$ cat config.mk
export PLATFORM = sky130hd
export DESIGN_NAME = emd_sift_ctrl
export DESIGN_NICKNAME = d
export VERILOG_FILES = /design/src/rtl/emd_pkg.sv /design/src/rtl/emd_extremum_cmp.sv /design/src/rtl/emd_sift_ctrl.sv
export SDC_FILE = /design/constraint.sdc
export NUM_CORES = 1
export LEC_CHECK = 0
export CORE_UTILIZATION = 50
export CTS_CLUSTER_DIAMETER = 150
export CTS_CLUSTER_SIZE = 30
export DETAILED_ROUTE_END_ITERATION = 16
export GPL_TIMING_DRIVEN = 0
export PLACE_DENSITY = 0.75
export SETUP_SLACK_MARGIN = 0.3
export SLEW_MARGIN = 20
export SYNTH_ARGS = -nofsm -noshare
export SYNTH_HDL_FRONTEND = slang
export SYNTH_SLANG_ARGS = --single-unit
$ cat constraint.sdc
create_clock -name CLK -period 4.85 [get_ports CLK]
set_clock_uncertainty 0.2 [all_clocks]
set_input_delay 0.7275 -clock CLK [delete_from_list [all_inputs] [get_ports CLK]]
set_output_delay 0.7275 -clock CLK [all_outputs]
set_load 0.02 [all_outputs]
$ cat src/rtl/emd_pkg.sv
// Shared types and constants for the EMD sifting controller: event type codes,
// the control FSM state encoding and default sample/index widths.
package emd_pkg;

  localparam int DW_DEF = 16;
  localparam int TW_DEF = 16;

  localparam logic [1:0] EV_MAX   = 2'b00;
  localparam logic [1:0] EV_MIN   = 2'b01;
  localparam logic [1:0] EV_START = 2'b10;
  localparam logic [1:0] EV_END   = 2'b11;

  typedef enum logic [1:0] {
    S_IDLE  = 2'd0,
    S_RUN   = 2'd1,
    S_FLUSH = 2'd2,
    S_DONE  = 2'd3
  } state_e;

endpackage

$ cat src/rtl/emd_extremum_cmp.sv
// Combinational strict local-extremum test of the middle sample B against its
// neighbours A and C; signed, full width. Plateaus are neither max nor min.
module emd_extremum_cmp #(
  parameter int DW = emd_pkg::DW_DEF
) (
  input  logic signed [DW-1:0] A,
  input  logic signed [DW-1:0] B,
  input  logic signed [DW-1:0] C,
  output logic                 is_max,
  output logic                 is_min
);

  assign is_max = (B > A) && (B > C);
  assign is_min = (B < A) && (B < C);

endmodule

$ cat src/rtl/emd_sift_ctrl.sv
// Streams one frame of samples, emitting start/extremum/end events through a
// single-entry event register; minima detection is built only with EMD_MIN_DETECT_EN.
module emd_sift_ctrl #(
  parameter int DW = emd_pkg::DW_DEF,
  parameter int TW = emd_pkg::TW_DEF
) (
  input  logic                 CLK,
  input  logic                 RST,
  input  logic                 Start,
  input  logic [TW-1:0]        FrameLen,
  input  logic                 In_valid,
  output logic                 In_ready,
  input  logic signed [DW-1:0] In_data,
  output logic                 Ev_valid,
  input  logic                 Ev_ready,
  output logic [TW-1:0]        Ev_time,
  output logic signed [DW-1:0] Ev_data,
  output logic [1:0]           Ev_type,
  output logic                 Busy,
  output logic                 Done,
  output logic                 Err,
  output logic [TW-1:0]        Max_cnt,
  output logic [TW-1:0]        Min_cnt
);
  import emd_pkg::*;

  state_e               state_q, state_d;
  logic [TW-1:0]        len_q, idx_q, max_cnt_q;
  logic signed [DW-1:0] a_q, b_q, c_q;
  logic                 ev_vld_q;
  logic [TW-1:0]        ev_time_q;
  logic signed [DW-1:0] ev_data_q;
  logic [1:0]           ev_type_q;
  logic                 done_q, err_q;

  logic                 ev_free, start_ok, start_bad, xfer, flush_load, end_hs;
  logic                 is_max, is_min, min_hit, cls_en, max_ev, min_ev;
  logic                 ev_load;
  logic [1:0]           ev_type_d;
  logic [TW-1:0]        ev_time_d;
  logic signed [DW-1:0] ev_data_d;

  // The incoming sample is C; the window registers still hold indices k-2, k-1.
  emd_extremum_cmp #(.DW(DW)) u_cmp (
    .A      (b_q),
    .B      (c_q),
    .C      (In_data),
    .is_max (is_max),
    .is_min (is_min)
  );

`ifdef EMD_MIN_DETECT_EN
  assign min_hit = is_min;
`else
  logic unused_min;
  assign unused_min = is_min;
  assign min_hit    = 1'b0;
`endif

  assign ev_free = !ev_vld_q || Ev_ready;

  always_comb begin
    state_d    = state_q;
    start_ok   = 1'b0;
    start_bad  = 1'b0;
    xfer       = 1'b0;
    flush_load = 1'b0;
    end_hs     = 1'b0;
    In_ready   = 1'b0;
    case (state_q)
      S_IDLE: begin
        if (Start) begin
          if (FrameLen >= TW'(3)) begin
            start_ok = 1'b1;
            state_d  = S_RUN;
          end else begin
            start_bad = 1'b1;
          end
        end
      end
      S_RUN: begin
        In_ready = ev_free;
        xfer     = In_valid && ev_free;
        if (xfer && (idx_q == len_q - TW'(1))) state_d = S_FLUSH;
      end
      S_FLUSH: begin
        if (ev_free) begin
          flush_load = 1'b1;
          state_d    = S_DONE;
        end
      end
      S_DONE: begin
        if (ev_vld_q && Ev_ready) begin
          end_hs  = 1'b1;
          state_d = S_IDLE;
        end
      end
      default: state_d = S_IDLE;
    endcase
  end

  always_comb begin
    cls_en    = xfer && (idx_q >= TW'(2));
    max_ev    = cls_en && is_max;
    min_ev    = cls_en && min_hit;
    ev_load   = (xfer && (idx_q == '0)) || max_ev || min_ev || flush_load;
    ev_type_d = EV_START;
    ev_time_d = '0;
    ev_data_d = In_data;
    if (flush_load) begin
      ev_type_d = EV_END;
      ev_time_d = len_q - TW'(1);
      ev_data_d = c_q;
    end else if (max_ev) begin
      ev_type_d = EV_MAX;
      ev_time_d = idx_q - TW'(1);
      ev_data_d = c_q;
    end else if (min_ev) begin
      ev_type_d = EV_MIN;
      ev_time_d = idx_q - TW'(1);
      ev_data_d = c_q;
    end
  end

  always_ff @(posedge CLK) begin
    if (RST) state_q <= S_IDLE;
    else     state_q <= state_d;
  end

  always_ff @(posedge CLK) begin
    if (RST) begin
      len_q     <= '0;
      idx_q     <= '0;
      a_q       <= '0;
      b_q       <= '0;
      c_q       <= '0;
      max_cnt_q <= '0;
      ev_vld_q  <= 1'b0;
      ev_time_q <= '0;
      ev_data_q <= '0;
      ev_type_q <= '0;
      done_q    <= 1'b0;
      err_q     <= 1'b0;
    end else begin
      err_q  <= start_bad;
      done_q <= end_hs;
      if (start_ok) begin
        len_q     <= FrameLen;
        idx_q     <= '0;
        a_q       <= '0;
        b_q       <= '0;
        c_q       <= '0;
        max_cnt_q <= '0;
      end
      if (xfer) begin
        a_q   <= b_q;
        b_q   <= c_q;
        c_q   <= In_data;
        idx_q <= idx_q + TW'(1);
      end
      if (max_ev && (max_cnt_q != '1)) max_cnt_q <= max_cnt_q + TW'(1);
      // Fields are only rewritten on load so they hold while the consumer stalls.
      if (ev_load) begin
        ev_vld_q  <= 1'b1;
        ev_type_q <= ev_type_d;
        ev_time_q <= ev_time_d;
        ev_data_q <= ev_data_d;
      end else if (Ev_ready) begin
        ev_vld_q <= 1'b0;
      end
    end
  end

`ifdef EMD_MIN_DETECT_EN
  logic [TW-1:0] min_cnt_q;
  always_ff @(posedge CLK) begin
    if (RST)                                     min_cnt_q <= '0;
    else if (start_ok)                           min_cnt_q <= '0;
    else if (min_ev && (min_cnt_q != '1))        min_cnt_q <= min_cnt_q + TW'(1);
  end
  assign Min_cnt = min_cnt_q;
`else
  assign Min_cnt = '0;
`endif

  assign Ev_valid = ev_vld_q;
  assign Ev_time  = ev_time_q;
  assign Ev_data  = ev_data_q;
  assign Ev_type  = ev_type_q;
  assign Busy     = (state_q != S_IDLE);
  assign Done     = done_q;
  assign Err      = err_q;
  assign Max_cnt  = max_cnt_q;

endmodule
==> run_results.csv <==
group,metric,value,unit
placement,post_dp_cell_area,0.008551,mm²
critical_path,crit_family,"compound AO/OA/AOI/OAI gates",
flow_run,drv_cap,0,
global_route,grt_remaining_overflow,0,
power,pwr-share-comb,0.401,
critical_path,worst_r2r_startpoint,"idx_q[9]",
global_route,gr-usage-all-layers,0.2944,
timing,maxSlewHeadroom,0.4172,
synthesis,async_reset_ff_frac,0,
global_route,grt_first_pass_wirelength,34230,µm
timing,rsz0062_at_grt,"false",
cells_and_area,area.growth.synth_to_final,24.59,%
clock_network,cts-root-buf,"sky130_fd_sc_hd__clkbuf_16",
clock_network,clock_sinks,119,
critical_path,critical_path.endpoint_type,"register",
route,drc,0,
outcome,result_of_the_run,"finished clean",
critical_path,critical-path-max-stage-delay,0.79,ns
clock_network,h_tree_levels,4,
critical_path,path_buf_inv,2,
clock_network,cts-hold-fix-buffers,0,
placement,hpwl,15570,µm
power,switching_power,0.001581,W
global_route,first_global_vias,6774,
critical_path,arrival,4.49,ns
global_route,antenna_violations_before_repair,0,
cells_and_area,stdcell_count,1255,
worst_hold_path,worst_hold_depth,2,
route,drt-total-wl,21410,µm
route,iteration_0_drc_markers,713,
placement,numPortBuffers,91,
critical_path,crit_cells,10,
worst_hold_path,hold_class,"reg2reg",
clock_network,post_cts_buffers,0,
cells_and_area,finish.net_count,1143,
floorplan,die_width,123.3,µm
floorplan,floorplan.initialDensity,0.5220,
power,seqPwrFrac,0.290,
synthesis,yosys_warnings,0,
placement,post-place-cells,1224,
clock_network,clk-insertion-delay-late,0.42,ns
cells_and_area,antenna_cells_inserted,0,
cells_and_area,finish.utilization,0.6504,
critical_path,worstSetupStartpointType,"input pin",
synthesis,synth_area_per_cell,7.845,µm²
route,vias_per_cell,5.876,
clock_network,cts_tree,"yes",
cells_and_area,final_instance_area,0.009168,mm²
critical_path,cp.required,5.00,ns
critical_path,worstSetupStartpoint,"In_data[15]",
critical_path,critical_path_peak_fanout,5,
synthesis,synth_edf_count,0,
clock_network,clkTransAtPathRegs,0.05,ns
floorplan,floorplan.rows,43,
worst_hold_path,hold_path_startpoint,"Ev_type[0]",
critical_path,timing.reg2reg.worst_path_depth,8,
timing,finalWorstPathRequiredPeriod,4.341,ns
synthesis,synth_seq_area_share,0.3238,
synthesis,syn-cell-area,0.007358,mm²
timing,report.final.slew_viol_count,0,
synthesis,synthCells,938,
critical_path,worstSetupPathType,"in2reg",
floorplan,floorplan.die_area,0.01521,mm²
cells_and_area,filler_cell_count,1245,
power,power.share.switching,0.3761,
synthesis,synth.lib_cells_used.distinct,68,
global_route,grt_start_max_net_pins,17,
floorplan,pin_count,108,
placement,gp_routability_congestion,0.9504,
synthesis,synth_top_flop_cell,"sky130_fd_sc_hd__dfxtp_1",
route,drt_pass1_iterations,6,
power,power.density_cell_area,458.6,mW/mm²
critical_path,worstPathCellList,"clkdlybuf4s50_1 > inv_1 > ha_1 > nand4_1 > nor4_1 > o21ai_0 > a21oi_1 > nor3_1 > a211oi_1 > o2bb2ai_1",
power,static-leakage-power,3.445,nW
power,power.share.clock,0.309,
clock_network,cts_made_buffers,17,
timing,count_of_final_hold_check_violations,0,
route,wl_per_cell,17.06,µm
power,peakVddDrop,0.2681,mV
route,via_count,7375,
power,intPower,0.002623,W
floorplan,die-height,123.3,µm
cells_and_area,post_route_cells_drive_above_1_share,0.07814,
floorplan,core_area,0.01410,mm²
synthesis,synth.ff_latch_count,119,
timing,hold_ws,0.2619,ns
route,postRouteAntennaNets,0,
critical_path,critical_path.slowest_cell,"sky130_fd_sc_hd__a211oi_1",
clock_network,cts_max_path_buffers,2,
timing,clock.fmax,230.4,MHz
timing,finalCritPeriodShare,0.8951,
timing,tightest_slew,0.8689,ns
power,p_total,0.004204,W
timing,setup_viol_count_final,0,
-- layer usage --
layer / routed length (µm) / vias up / part of all wire / global-route usage
met5: 0 / - / 0 / 0
met4: 636 / 0 / 0.030 / 0.1273
met3: 1123 / 52 / 0.052 / 0.04382
met2: 10180 / 292 / 0.48 / 0.4944
met1: 9473 / 3441 / 0.44 / 0.3736
li1: - / 3590 / - / -
-- worst min-delay path: stages, from the launching register on --
cell                      delay (ns)
sky130_fd_sc_hd__dfxtp_1        0.31
sky130_fd_sc_hd__nand2_1        0.05
sky130_fd_sc_hd__o22ai_1        0.05
-- per-stage QoR --
| step | setup WS [ns] | setup TNS (ns) |
|---|---|---|
| global placement | -0.07409 | -0.3995 |
| global route | 0.3003 | 0 |
| finish | 0.5090 | 0 |
| floorplan | 1.554 | 0 |
| CTS | 0.4371 | 0 |
| detailed placement | 0.01260 | 0 |
-- logic make-up (layout without fill, tap and decap cells) --
kind of cell,Yosys count,in the layout,share of synthesized area
AND/OR/NAND/NOR,355,355,0.2392
AO/OA/AOI/OAI,211,211,0.1921
buffers and inverters,145,267,0.09012
flip-flops,119,119,0.3238
XOR/XNOR,46,46,0.05662
adder cells (fa/ha/maj),43,43,0.07312
multiplexers,18,18,0.02449
other,1,16,0.0005096
-- cell usage after synthesis (9+ instances only) --
cell | number | area, µm²
sky130_fd_sc_hd__o221ai_1 | 9 | 78.83
sky130_fd_sc_hd__o21ai_0 | 21 | 105.1
sky130_fd_sc_hd__inv_1 | 57 | 214.0
sky130_fd_sc_hd__dfxtp_1 | 119 | 2382
sky130_fd_sc_hd__a21oi_1 | 83 | 415.4
sky130_fd_sc_hd__mux2i_1 | 18 | 180.2
sky130_fd_sc_hd__buf_4 | 18 | 135.1
sky130_fd_sc_hd__nand4_1 | 19 | 118.9
sky130_fd_sc_hd__buf_2 | 11 | 55.05
sky130_fd_sc_hd__a32oi_1 | 14 | 122.6
sky130_fd_sc_hd__nand3_1 | 54 | 270.3
sky130_fd_sc_hd__ha_1 | 43 | 538.0
sky130_fd_sc_hd__nand2_1 | 111 | 416.7
sky130_fd_sc_hd__xnor2_1 | 22 | 192.7
sky130_fd_sc_hd__nor2_1 | 59 | 221.5
sky130_fd_sc_hd__and3_1 | 9 | 56.30
sky130_fd_sc_hd__clkbuf_1 | 51 | 191.4
sky130_fd_sc_hd__a211oi_1 | 23 | 172.7
sky130_fd_sc_hd__or3_1 | 11 | 68.82
sky130_fd_sc_hd__nor3_1 | 34 | 170.2
sky130_fd_sc_hd__nor4_1 | 14 | 87.58
sky130_fd_sc_hd__xor2_1 | 23 | 201.4
-- repair_timing --
item                                   CTS  global route
resized for setup                        0             2
endpoints found under the hold margin    0             0
setup endpoints to repair                0            13
-- registers in the layout, summed over array words and instances (netlist names) --
register,flops
len_q,16
Max_cnt,16
Ev_valid,1
Done,1
state_q,2
idx_q,16
Ev_type,2
Err,1
Ev_time,16
b_q,16
Ev_data,16
c_q,16
-- cell usage in the layout (no fill, tap or decap), types with 7 or more instances in the layout --
cell                              count
sky130_fd_sc_hd__clkinv_2             7
sky130_fd_sc_hd__nand3_1             54
sky130_fd_sc_hd__clkbuf_16           17
sky130_fd_sc_hd__o21ai_0             21
sky130_fd_sc_hd__clkbuf_1            51
sky130_fd_sc_hd__xnor2_1             22
sky130_fd_sc_hd__inv_1               57
sky130_fd_sc_hd__buf_2               11
sky130_fd_sc_hd__clkdlybuf4s50_1     91
sky130_fd_sc_hd__buf_4               18
sky130_fd_sc_hd__a21oi_1             83
sky130_fd_sc_hd__a221oi_1             7
sky130_fd_sc_hd__nor4_1              14
sky130_fd_sc_hd__or3_1               11
sky130_fd_sc_hd__nor2_1              58
sky130_fd_sc_hd__ha_1                43
sky130_fd_sc_hd__nand4_1             19
sky130_fd_sc_hd__nor3_1              34
sky130_fd_sc_hd__o221ai_1             9
sky130_fd_sc_hd__xor2_1              23
sky130_fd_sc_hd__and3_1               9
sky130_fd_sc_hd__a31oi_1              7
sky130_fd_sc_hd__a32oi_1             14
sky130_fd_sc_hd__mux2i_1             18
sky130_fd_sc_hd__a211oi_1            23
sky130_fd_sc_hd__nand2_1            111
sky130_fd_sc_hd__dfxtp_1            119
sky130_fd_sc_hd__conb_1              16
-- power by group through the flow --
| stage | Sequential, W | Clock (W) | Combinational, W |
|---|---|---|---|
| final | 0.00122 | 0.00130 | 0.00168 |
| after global routing | 0.00123 | 0.00136 | 0.00183 |
| after CTS | 0.00122 | 0.00131 | 0.00166 |
| after detailed placement | 0.00124 | 0 | 0.00165 |
| after global placement | 0.00123 | 0 | 0.00163 |
| after floorplan | 0.00130 | 0 | 0.00103 |
-- worst paths after layout --
path                      to  slack (ns)
setup / recovery  Max_cnt[3]        0.51
hold / removal    Ev_type[0]        0.26
setup reg to reg  Max_cnt[3]        1.04
hold reg to reg   Ev_type[0]        0.26
-- area by class of cell --
class,instances,area (µm²),share of cell area
buffer,88,449.2,0.04900
clock buffer,21,480.5,0.05241
clock inverter,10,125.1,0.01365
inverter,57,214.0,0.02334
multi-input combinational,689,4380,0.4778
sequential,119,2382,0.2599
tap,180,225.2,0.02457
timing repair buffer,91,910.9,0.09936
No activity file was read; power rests on OpenSTA's default activity.
